File: src/rtl/rv64_pkg.sv
// ---------------------------------------------------------------------------
// rv64_pkg : shared RV64I load encodings and load-queue entry type
// Rev 1.0
// ---------------------------------------------------------------------------
`default_nettype none

package rv64_pkg;

   localparam int XLEN = 64;

   localparam logic [2:0] F3_LB  = 3'b000;
   localparam logic [2:0] F3_LH  = 3'b001;
   localparam logic [2:0] F3_LW  = 3'b010;
   localparam logic [2:0] F3_LD  = 3'b011;
   localparam logic [2:0] F3_LBU = 3'b100;
   localparam logic [2:0] F3_LHU = 3'b101;
   localparam logic [2:0] F3_LWU = 3'b110;

   typedef struct packed {
      logic [4:0] rd;
      logic [2:0] funct3;
      logic [2:0] off;
   } ld_entry_t;

   // Byte-offset mask that aligns an address down to the access size.
   function automatic logic [2:0] off_mask(input logic [1:0] size_log2);
      return 3'b111 << size_log2;
   endfunction

endpackage

`default_nettype wire

File: src/rtl/ld_align.sv
// ---------------------------------------------------------------------------
// ld_align : extracts and sign/zero-extends a load from a raw doubleword
// Rev 1.0
// ---------------------------------------------------------------------------
`default_nettype none

module ld_align #(
   parameter int XLEN = 64
) (
   input  logic [2:0]      funct3,
   input  logic [2:0]      off,
   input  logic [XLEN-1:0] raw,
   output logic [XLEN-1:0] data
);
   import rv64_pkg::*;

   logic [2:0]      aligned_off;
   logic [XLEN-1:0] shifted;
   logic            sext;

   assign aligned_off = off & off_mask(funct3[1:0]);
   assign shifted     = raw >> {aligned_off, 3'b000};
   assign sext        = ~funct3[2];

   always_comb begin
      data = shifted;
      case (funct3[1:0])
         2'd0:    data = {{(XLEN-8){sext & shifted[7]}},   shifted[7:0]};
         2'd1:    data = {{(XLEN-16){sext & shifted[15]}}, shifted[15:0]};
         2'd2:    data = {{(XLEN-32){sext & shifted[31]}}, shifted[31:0]};
         default: data = shifted;
      endcase
   end

endmodule

`default_nettype wire

File: src/rtl/wb_unit.sv
// ---------------------------------------------------------------------------
// wb_unit : RV64I writeback, merges ALU results with in-order load responses
// Rev 1.0
// ---------------------------------------------------------------------------
`default_nettype none

module wb_unit #(
   parameter int XLEN      = 64,
   parameter int LDQ_DEPTH = 4
) (
   input  logic            clk,
   input  logic            rst,
   input  logic            alu_valid,
   output logic            alu_ready,
   input  logic [4:0]      alu_rd,
   input  logic [XLEN-1:0] alu_data,
   input  logic            ld_req_valid,
   output logic            ld_req_ready,
   input  logic [4:0]      ld_req_rd,
   input  logic [2:0]      ld_req_funct3,
   input  logic [2:0]      ld_req_off,
   input  logic            mem_rsp_valid,
   input  logic [XLEN-1:0] mem_rsp_data,
   output logic            rf_we,
   output logic [4:0]      rf_waddr,
   output logic [XLEN-1:0] rf_wdata,
   output logic [31:0]     pending_rd,
   output logic            rsp_err
);
   import rv64_pkg::*;

   localparam int PW = $clog2(LDQ_DEPTH);

   ld_entry_t            q [LDQ_DEPTH];
   logic [LDQ_DEPTH-1:0] q_valid;
   logic [PW:0]          wr_ptr;
   logic [PW:0]          rd_ptr;
   logic                 full;
   logic                 empty;
   logic                 push;
   logic                 pop;
   ld_entry_t            head;
   logic [XLEN-1:0]      ld_data;

   assign empty        = (wr_ptr == rd_ptr);
   assign full         = (wr_ptr[PW] != rd_ptr[PW]) && (wr_ptr[PW-1:0] == rd_ptr[PW-1:0]);
   assign push         = ld_req_valid && !full;
   assign pop          = mem_rsp_valid && !empty;
   assign ld_req_ready = !full;
   assign alu_ready    = !pop;
   assign head         = q[rd_ptr[PW-1:0]];

   ld_align #(.XLEN(XLEN)) u_align (
      .funct3 (head.funct3),
      .off    (head.off),
      .raw    (mem_rsp_data),
      .data   (ld_data)
   );

   // Storage needs no reset: entries are only observed through q_valid.
   always_ff @(posedge clk) begin
      if (push) begin
         q[wr_ptr[PW-1:0]] <= '{rd: ld_req_rd, funct3: ld_req_funct3, off: ld_req_off};
      end
   end

   // Push and pop never hit the same slot: that would need full or empty.
   always_ff @(posedge clk or negedge rst) begin
      if (!rst) begin
         wr_ptr  <= '0;
         rd_ptr  <= '0;
         q_valid <= '0;
         rsp_err <= 1'b0;
      end else begin
         if (push) begin
            wr_ptr                   <= wr_ptr + 1'b1;
            q_valid[wr_ptr[PW-1:0]]  <= 1'b1;
         end
         if (pop) begin
            rd_ptr                   <= rd_ptr + 1'b1;
            q_valid[rd_ptr[PW-1:0]]  <= 1'b0;
         end
         if (mem_rsp_valid && empty) begin
            rsp_err <= 1'b1;
         end
      end
   end

   always_ff @(posedge clk or negedge rst) begin
      if (!rst) begin
         rf_we    <= 1'b0;
         rf_waddr <= '0;
         rf_wdata <= '0;
      end else if (pop) begin
         rf_we    <= (head.rd != 5'd0);
         rf_waddr <= head.rd;
         rf_wdata <= ld_data;
      end else if (alu_valid) begin
         rf_we    <= (alu_rd != 5'd0);
         rf_waddr <= alu_rd;
         rf_wdata <= alu_data;
      end else begin
         rf_we    <= 1'b0;
      end
   end

   always_comb begin
      pending_rd = '0;
      for (int i = 0; i < LDQ_DEPTH; i++) begin
         if (q_valid[i]) begin
            pending_rd[q[i].rd] = 1'b1;
         end
      end
      pending_rd[0] = 1'b0;
   end

endmodule

`default_nettype wire

File: config.mk
export PLATFORM = sky130hd
export DESIGN_NAME = wb_unit
export DESIGN_NICKNAME = d
export VERILOG_FILES = /design/src/rtl/rv64_pkg.sv /design/src/rtl/ld_align.sv /design/src/rtl/wb_unit.sv
export SDC_FILE = /design/constraint.sdc
export NUM_CORES = 1
export LEC_CHECK = 0
export CAP_MARGIN = 20
export CELL_PAD_IN_SITES_DETAIL_PLACEMENT = 0
export CELL_PAD_IN_SITES_GLOBAL_PLACEMENT = 1
export CORE_UTILIZATION = 37
export CTS_BUF_LIST = sky130_fd_sc_hd__clkbuf_16
export DETAILED_ROUTE_END_ITERATION = 8
export GPL_ROUTABILITY_DRIVEN = 1
export PLACE_DENSITY = 0.82
export RECOVER_POWER = 25
export SLEW_MARGIN = 5
export SYNTH_ARGS = -nofsm -noshare
export SYNTH_HDL_FRONTEND = slang
export SYNTH_HIERARCHICAL = 1
export SYNTH_SLANG_ARGS = --single-unit
export TNS_END_PERCENT = 100
File: constraint.sdc
create_clock -name clk -period 4 [get_ports clk]
set_clock_uncertainty 0.2 [all_clocks]
set_input_delay 1.2 -clock clk [delete_from_list [all_inputs] [get_ports clk]]
set_output_delay 1.2 -clock clk [all_outputs]
set_load 0.01 [all_outputs]
### Word-level counts from Yosys, hierarchy flattened

Memories as Yosys holds them, arrays and structs flattened.
Index checks and enable logic that the tools add are counted.

* memories: 1
* output and inout port bits: 105
* logic and storage cells: 84
* RAM bits: 44
* bits in registers: 81
* input bits: 149

* $add $sub $neg: 2
* equal/unequal tests: 5
* reduce and logical (&&, ||, !) cells: 17
* shift operators: 2
* mux-type cells: 27
* magnitude comparators: 12
* bitwise operators: 11

Memories
* q: depth 4, width 11, rd ports 5, clocked after memory_dff 0, write ports 1, RTL line wb_unit.sv:34 `ld_entry_t q [LDQ_DEPTH];`

Operator list (number)
* case mux 64 bit (3 select lines): 1
* two-way mux 32 bit: 4
* two-way mux 64 bit: 2
* bitwise OR 32 bit: 3
* >> shifter 64 x 6 -> 64 bit: 1
* less-than comparator 5 x 6 -> 1 bit (second input constant): 4
* demux 1 bit (select 5 bit): 4
* >= comparator 5 x 1 -> 1 bit (second input constant): 4
* logical AND 1 bit: 10
* two-way mux 1 bit: 10
* two-way mux 5 bit: 2
* nonzero test 5 bit: 2
* two-way mux 4 bit: 2
* adder 3 x 1 -> 3 bit (second input constant): 2
* less-than comparator 2 x 3 -> 1 bit (second input constant): 2
* bitwise AND 4 bit: 1
* demux 1 bit (select 2 bit): 2
* >= comparator 2 x 1 -> 1 bit (second input constant): 2
* inverter 4 bit: 1
* bitwise OR 4 bit: 1
* bitwise AND 1 bit: 3
* bitwise AND 3 bit: 1
* == test 3 bit: 1
* zero test 1 bit: 3
* other kinds (8): 8

### Longest topological paths before layout

Gate-level depths: netlist of run 1.
An unclocked memory read counts as a cell.

* depth in word-level cells: 12
* mapped depth: 12
* depth with buffers taken out: 7

### Cells and area by module

The synthesis of run 1 kept the hierarchy.

By module, submodules not included
* wb_unit: sequential area each 3348.2 sq um, area each 6774.0 sq um, cells an instance 501, times used 1
* ld_align: sequential area each 0.0 sq um, area each 2070.7 sq um, cells an instance 320, times used 1

### Worst setup path after synthesis of run 1

No wires, ideal clock.

* path type: register to register
* start: reg rd_ptr[0]
* end: reg rf_wdata[51]
* slack: 0.764 ns
* path buffers: 3
* setup time: 0.125 ns
* stages on the path, launching flop included: 11
* arrival: 2.912 ns
* data required time: 3.675 ns
* cells stage by stage: dfrtp_1 > buf_4 > buf_4 > mux4_2 > or4b_4 > o221ai_2 > a311oi_2 > nor3_4 > buf_6 > nand3_1 > mux2_2

RTL lines
* from (decl): RTL line wb_unit.sv:37 `logic [PW:0] rd_ptr;`
* from (signal assigned): RTL line wb_unit.sv:80 `rd_ptr <= rd_ptr + 1'b1;`
* to (signal assigned): RTL line wb_unit.sv:97 `rf_wdata <= ld_data;`
* to (signal assigned): RTL line wb_unit.sv:101 `rf_wdata <= alu_data;`
* to (decl): RTL line wb_unit.sv:26 `output logic [XLEN-1:0] rf_wdata,`

==> flow_metrics.py, run 1 <==
metrics = {
    "grt": {
        "met3_usage": 0.0618,
        "gr-total-overflow": 0,
        "grt_max_degree": 71,
        "grt_first_pass_wirelength_mm": 46.9,
        "grt_pass1_vias": 7697,
        "met1_usage": 0.334,
        "gr-usage-met2": 0.426,
        "grt-busiest-layer": "met2",
        "globalRouteTotalUtil": 0.258,
        "antenna_found_initial": 4,
    },
    "yosys": {
        "synthSimpleGateAreaFrac": 0.156,
        "yosys_warnings": 6,
        "synth_fa_ha_area_frac": 0.0124,
        "synth-seq-cells": 125,
        "synthMuxAreaShare": 0.264,
        "synth_compound_area_frac": 0.125,
        "synth_area_per_cell_um2": 10.8,
        "synth_top_family_by_area": "multiplexers",
        "synth-async-reset-ratio": 0.648,
        "synth_cell_type_count": 70,
        "synth_xor_area_frac": 0.0108,
        "synth_top_flop_cell": "dfrtp_1",
        "synth_edf_count": 44,
        "synthCells": 821,
        "synth_area_um2": 8840,
        "ys_seq_area_frac": 0.379,
        "synthesis.nets": 978,
    },
    "clock_tree": {
        "htree_num_levels": 4,
        "clk_pin_slew_ns": 0.06,
        "cts_tree": "done",
        "clockBufferDepth": 2,
        "clock_latency_ns": 0.42,
        "clockRootBuffer": "clkbuf_16",
        "cts_inserted_buffers": 17,
        "postCtsHoldBufs": 0,
        "clock_sink_count": 125,
    },
    "setup_path": {
        "r2r_slack_ns": 0.48,
        "cp-endpoint": "pending_rd[10]",
        "r2r.worst_path.cells": 8,
        "cp_max_fo": 9,
        "cp-start-kind": "flop",
        "worstSetupPathType": "reg -> out",
        "crit_path_start": "q[2][8]",
        "slowest_stage": "clkdlybuf4s50_1",
        "endpoint_kind": "primary output",
        "worstPathCellList": "or3b_2 > o2bb2a_1 > o221ai_1 > clkdlybuf4s50_1",
        "worst_ep_arrival_time_ns": 2.44,
        "cp.required_ns": 2.60,
        "max_stage_delay_ns": 0.56,
        "worst_r2r_startpoint": "rd_ptr[0]",
        "r2r-end": "rf_wdata[37]",
    },
    "worst_hold_path": {
        "hp-class": "reg -> reg",
    },
    "cells_and_area": {
        "mostFrequentLayoutCell": "clkdlybuf4s50_1",
        "fin_area_um2": 12300,
        "drive_gt1_frac": 0.232,
        "area.growth.synth_to_final_pct": 38.9,
        "final_cell_mix": "clkdlybuf4s50_1 (238), mux2_2 (138), nand2_1 (102)",
        "num-nets-final": 1205,
    },
    "die": {
        "die_area_um2": 24500,
        "pin_count": 254,
        "rows": 56,
        "coreArea_um2": 23500,
        "fp.dieH_um": 157,
        "die-width_um": 157,
        "start_util": 0.377,
    },
    "placement": {
        "postPlaceCellArea_um2": 11600,
        "hpwl_mm": 23.1,
        "portBuffers": 252,
        "gp_congestion": 0.897,
    },
    "sta": {
        "timing.final.crit_period_ns": 3.84,
        "worst_pin_slew_ns": 1.33,
        "finalCritPeriodShare": 0.960,
        "rsz0062_at_grt": "false",
        "slew-limit-headroom": 0.115,
        "hold_viol_final": 0,
        "finalSetupTns_ns": 0,
        "maxSlewViolCount": 0,
        "hold_slack_ns": 0.285,
        "max_freq_mhz": 260,
        "setup_viol": 0,
    },
    "status": {
        "status": "finished, final reports clean",
    },
    "drt": {
        "wirelength_mm": 31.6,
        "drc_errors": 0,
        "ant_nets": 0,
        "dr_total_vias": 7873,
        "dr.pass1.iters": 5,
        "drt_iter0_drc": 621,
        "wl_per_cell_um": 22.9,
        "via_per_inst": 5.69,
    },
    "power": {
        "p_leak_nw": 4.91,
        "powerDensity_nw_per_um2": 801,
        "irDropWorstVdd_mv": 0.401,
    },
    "run": {
        "cap_viol_max_count": 0,
    },
}
-- through the flow --
stage,setup WS (ns),total power [W],std cells,utilization
CTS,0.0144,0.00986,1379,0.522
finish,0.158,0.00983,1383,0.523
global route,0.0825,0.0104,1382,0.523
floorplan,0.764,0.00603,821,-
global placement,0.0135,0.00813,1347,0.496
detailed placement,0.0286,0.00819,1347,0.496
-- cell type report --
type / instances / area [um^2]
Antenna cell: 3 / 7.51
Clock buffer: 17 / 425
Clock inverter: 15 / 190
Fill cell: 2064 / 11200
Inverter: 20 / 77.6
Multi-Input combinational cell: 608 / 5060
Sequential cell: 125 / 3350
Tap cell: 319 / 399
Timing Repair Buffer: 276 / 2780
-- kinds of logic (layout without fill, tap and decap cells) --
family,after synthesis,after routing
mux,185,185
other cells,1,4
simple gates,258,258
buf+inv,88,328
flops,125,125
compound gates,145,145
fa+ha+maj,9,9
xor+xnor,10,10
-- how the worst min path moves through the flow --
stage / slack, ns / cells past startpoint / endpoint / startpoint
after floorplan: 0.30 / 1 / rsp_err / rsp_err
after global placement: 0.28 / 1 / rsp_err / rsp_err
after global routing: 0.31 / 1 / rsp_err / rsp_err
after detailed placement: 0.28 / 1 / rsp_err / rsp_err
after CTS: 0.29 / 1 / rsp_err / rsp_err
final: 0.29 / 1 / rsp_err / rsp_err
-- cell usage after synthesis (all sizes together) (2+ instances only) --
| library cell | instances | area [um^2] |
|---|---|---|
| mux2 | 138 | 1550 |
| nand2 | 102 | 383 |
| dfrtp | 81 | 2030 |
| nand3 | 65 | 345 |
| edfxtp | 44 | 1320 |
| clkbuf | 37 | 139 |
| a22oi | 34 | 255 |
| buf | 31 | 249 |
| mux4 | 25 | 563 |
| mux2i | 22 | 220 |
| o21ai | 22 | 110 |
| inv | 20 | 77.6 |
| o221ai | 18 | 164 |
| nand3b | 17 | 128 |
| and3b | 13 | 114 |
| o211ai | 13 | 97.6 |
| o22ai | 13 | 81.3 |
| nor2 | 12 | 47.6 |
| nor3b | 10 | 80.1 |
| ha | 8 | 100 |
| nand2b | 8 | 50.1 |
| a32oi | 7 | 61.3 |
| xnor2 | 7 | 68.8 |
| a211o | 6 | 52.6 |
| and3 | 6 | 37.5 |
| or3b | 6 | 52.6 |
| a21oi | 5 | 25.0 |
| nor3 | 5 | 36.3 |
| o311ai | 5 | 43.8 |
| a221o | 4 | 40.0 |
| nor2b | 4 | 25.0 |
| a311oi | 3 | 32.5 |
| or3 | 3 | 18.8 |
| xor2 | 3 | 26.3 |
| a211oi | 2 | 15.0 |
| a21boi | 2 | 15.0 |
| a31oi | 2 | 27.5 |
| and2 | 2 | 12.5 |
-- repair_timing --
| action | CTS | global route |
|---|---|---|
| hold endpoints to repair | 0 | 0 |
| gates resized for setup | 0 | 2 |
| setup buffers | 0 | 0 |
| endpoints found under the setup margin | 0 | 2 |
-- where the power goes --
group	internal (W)	total, W	leakage (nW)	switching, W
Sequential	0.00188	0.00227	1.38	0.000387
Combinational	0.00288	0.00594	3.24	0.00306
Clock	0.000991	0.00163	0.292	0.000635
Total	0.00576	0.00983	4.91	0.00408
-- sequential cells by signal, summed over array words and instances, names as in the netlist --
register  flops
rsp_err       1
rf_we         1
rd_ptr        3
wr_ptr        3
q_valid       4
rf_waddr      5
rf_wdata     64
q            44
-- worst max-delay path: cells and delay by family, from the launching register on --
kind | cells | cell delay, ns
buf+inv | 1 | 0.56
simple gates | 1 | 0.55
flops | 1 | 0.52
compound gates | 2 | 0.38
-- routing by layer --
layer	routed length, um	share of wire	up-vias
li1	-	-	3593
met1	13100	0.41	3830
met2	15200	0.48	400
met3	2620	0.083	48
met4	770	0.024	2
met5	15	0.00047	-
Note: power is estimated with default switching activity, not from simulation.
==> run 2: changes to the inputs <==
--- a/config.mk
+++ b/config.mk
@@ -12,7 +12,7 @@
 export CTS_BUF_LIST = sky130_fd_sc_hd__clkbuf_16
 export DETAILED_ROUTE_END_ITERATION = 8
 export GPL_ROUTABILITY_DRIVEN = 1
-export PLACE_DENSITY = 0.82
+export PLACE_DENSITY_LB_ADDON = 0.1
 export RECOVER_POWER = 25
 export SLEW_MARGIN = 5
 export SYNTH_ARGS = -nofsm -noshare
==> flow_metrics.py, run 2 (synthesis results as in run 1) <==
metrics = {
    "status": {
        "status": "finished with violations",
        "violations": "capacitance limit, slew limit",
    },
    "clock_tree": {
        "cts_inserted_buffers": 17,
        "clock_sink_count": 125,
        "cts_resized": 0,
        "clk_pin_slew_ns": 0.06,
        "post-cts-setup-buffers": 0,
        "cts_tree": "done",
        "htree_num_levels": 4,
        "postCtsHoldBufs": 0,
        "clock_latency_ns": 0.42,
        "clockBufferDepth": 2,
        "clockRootBuffer": "clkbuf_16",
    },
    "sta": {
        "hold_slack_ns": 0.278,
        "slew-limit-headroom": -0.721,
        "worst_pin_slew_ns": 2.58,
        "finalSetupTns_ns": 0,
        "setup_viol": 0,
        "timing.final.crit_period_ns": 3.95,
        "max_freq_mhz": 253,
        "finalCritPeriodShare": 0.986,
        "rsz0062_at_grt": "false",
        "hold_viol_final": 0,
        "maxSlewViolCount": 44,
    },
    "cells_and_area": {
        "fin_cells": 1405,
        "largest_reg_flops": 64,
        "diodes": 0,
        "area.growth.synth_to_final_pct": 40.2,
        "mostFrequentLayoutCell": "clkdlybuf4s50_1",
        "max_flop_register": "rf_wdata",
        "nFillCells": 2138,
        "num-nets-final": 1230,
        "final_cell_mix": "clkdlybuf4s50_1 (239), mux2_2 (138), nand2_1 (102)",
        "drive_gt1_frac": 0.244,
    },
    "grt": {
        "grt_max_degree": 71,
        "grt_pass1_vias": 7862,
        "antenna_found_initial": 1,
        "globalRouteTotalUtil": 0.264,
        "gr-total-overflow": 0,
        "grt_first_pass_wirelength_mm": 47.7,
    },
    "setup_path": {
        "worst_ep_arrival_time_ns": 2.55,
        "cp-endpoint": "alu_ready",
        "cp-start-kind": "input pin",
        "endpoint_kind": "primary output",
        "r2r-end": "rf_wdata[53]",
        "worstSetupPathType": "in -> out",
        "worst_r2r_startpoint": "rd_ptr[0]",
        "r2r_slack_ns": 0.29,
        "r2r.worst_path.cells": 9,
        "cp_max_fo": 3,
        "crit_path_start": "mem_rsp_valid",
        "cp.required_ns": 2.60,
    },
    "die": {
        "coreArea_um2": 23500,
        "die-width_um": 157,
        "pin_count": 254,
        "rows": 56,
        "die_area_um2": 24500,
        "fp.dieH_um": 157,
        "start_util": 0.377,
    },
    "placement": {
        "portBuffers": 252,
        "dp.cells": 1372,
        "hpwl_mm": 24.0,
        "gp_congestion": 0.926,
    },
    "power": {
        "powerDensity_nw_per_um2": 800,
        "irDropWorstVdd_mv": 0.448,
        "p_leak_nw": 5.02,
        "power_w": 0.00992,
    },
    "drt": {
        "via_per_inst": 5.68,
        "dr_total_vias": 7975,
        "wirelength_mm": 31.9,
        "dr.pass1.iters": 5,
        "ant_nets": 0,
        "wl_per_cell_um": 22.7,
        "drc_errors": 0,
        "drt_iter0_drc": 581,
    },
    "worst_hold_path": {
        "hp-class": "reg -> reg",
        "whs_path_depth": 1,
        "min-delay-start": "rsp_err",
    },
    "run": {
        "cap_viol_max_count": 1,
    },
}
[run 2: changes by cell type in the layout (fill, tap and decap cells not counted), moves of 2 or more]
cell        delta
buf_12         -4
buf_4         +28
clkinv_4       -5
clkinvlp_4     -2
diode_2        -3
inv_1          +3
inv_6          +3
[run 2: area by class of cell]
cell class,count,area [um^2],area share
multi-input cells,608,5050,0.408
repair buffers,301,2930,0.236
inverters,20,77.6,0.00626
clock inverters,14,138,0.0111
clock buffers,18,450,0.0363
well taps,319,399,0.0322
flip-flops and latches,125,3350,0.270
[run 2: how the worst min path moves through the flow]
stage and to:
5_1_grt rsp_err, 3_3_place_gp rsp_err, 3_5_place_dp rsp_err, 2_1_floorplan rsp_err, 4_1_cts rsp_err, 6_report rsp_err
[run 2: power by group]
group / internal (W) / total [W] / switching, W
Clock: 0.000954 / 0.00157 / 0.000617
Combinational: 0.00300 / 0.00608 / 0.00309
Sequential: 0.00188 / 0.00226 / 0.000376
Total: 0.00584 / 0.00992 / 0.00408
[run 2: metal layers]
metal | share of wire | track usage
met5 | 0.00041 | 0
met4 | 0.020 | 0.0761
met3 | 0.085 | 0.0606
met2 | 0.47 | 0.426
met1 | 0.43 | 0.353
[run 2: worst max-delay path: stages]
cell	delay [ns]
clkdlybuf4s50_1	0.51
inv_1	0.09
a31oi_4	0.19
inv_4	0.04
clkdlybuf4s50_1	0.50
[run 2: metrics by stage]
step / cell area [um^2] / util / setup WS, ns
floorplan: 8840 / - / 0.764
global placement: 11800 / 0.502 / -0.275
detailed placement: 11800 / 0.503 / -0.0556
CTS: 12400 / 0.528 / 0.0495
global route: 12400 / 0.528 / 0.000842
finish: 12400 / 0.528 / 0.0546
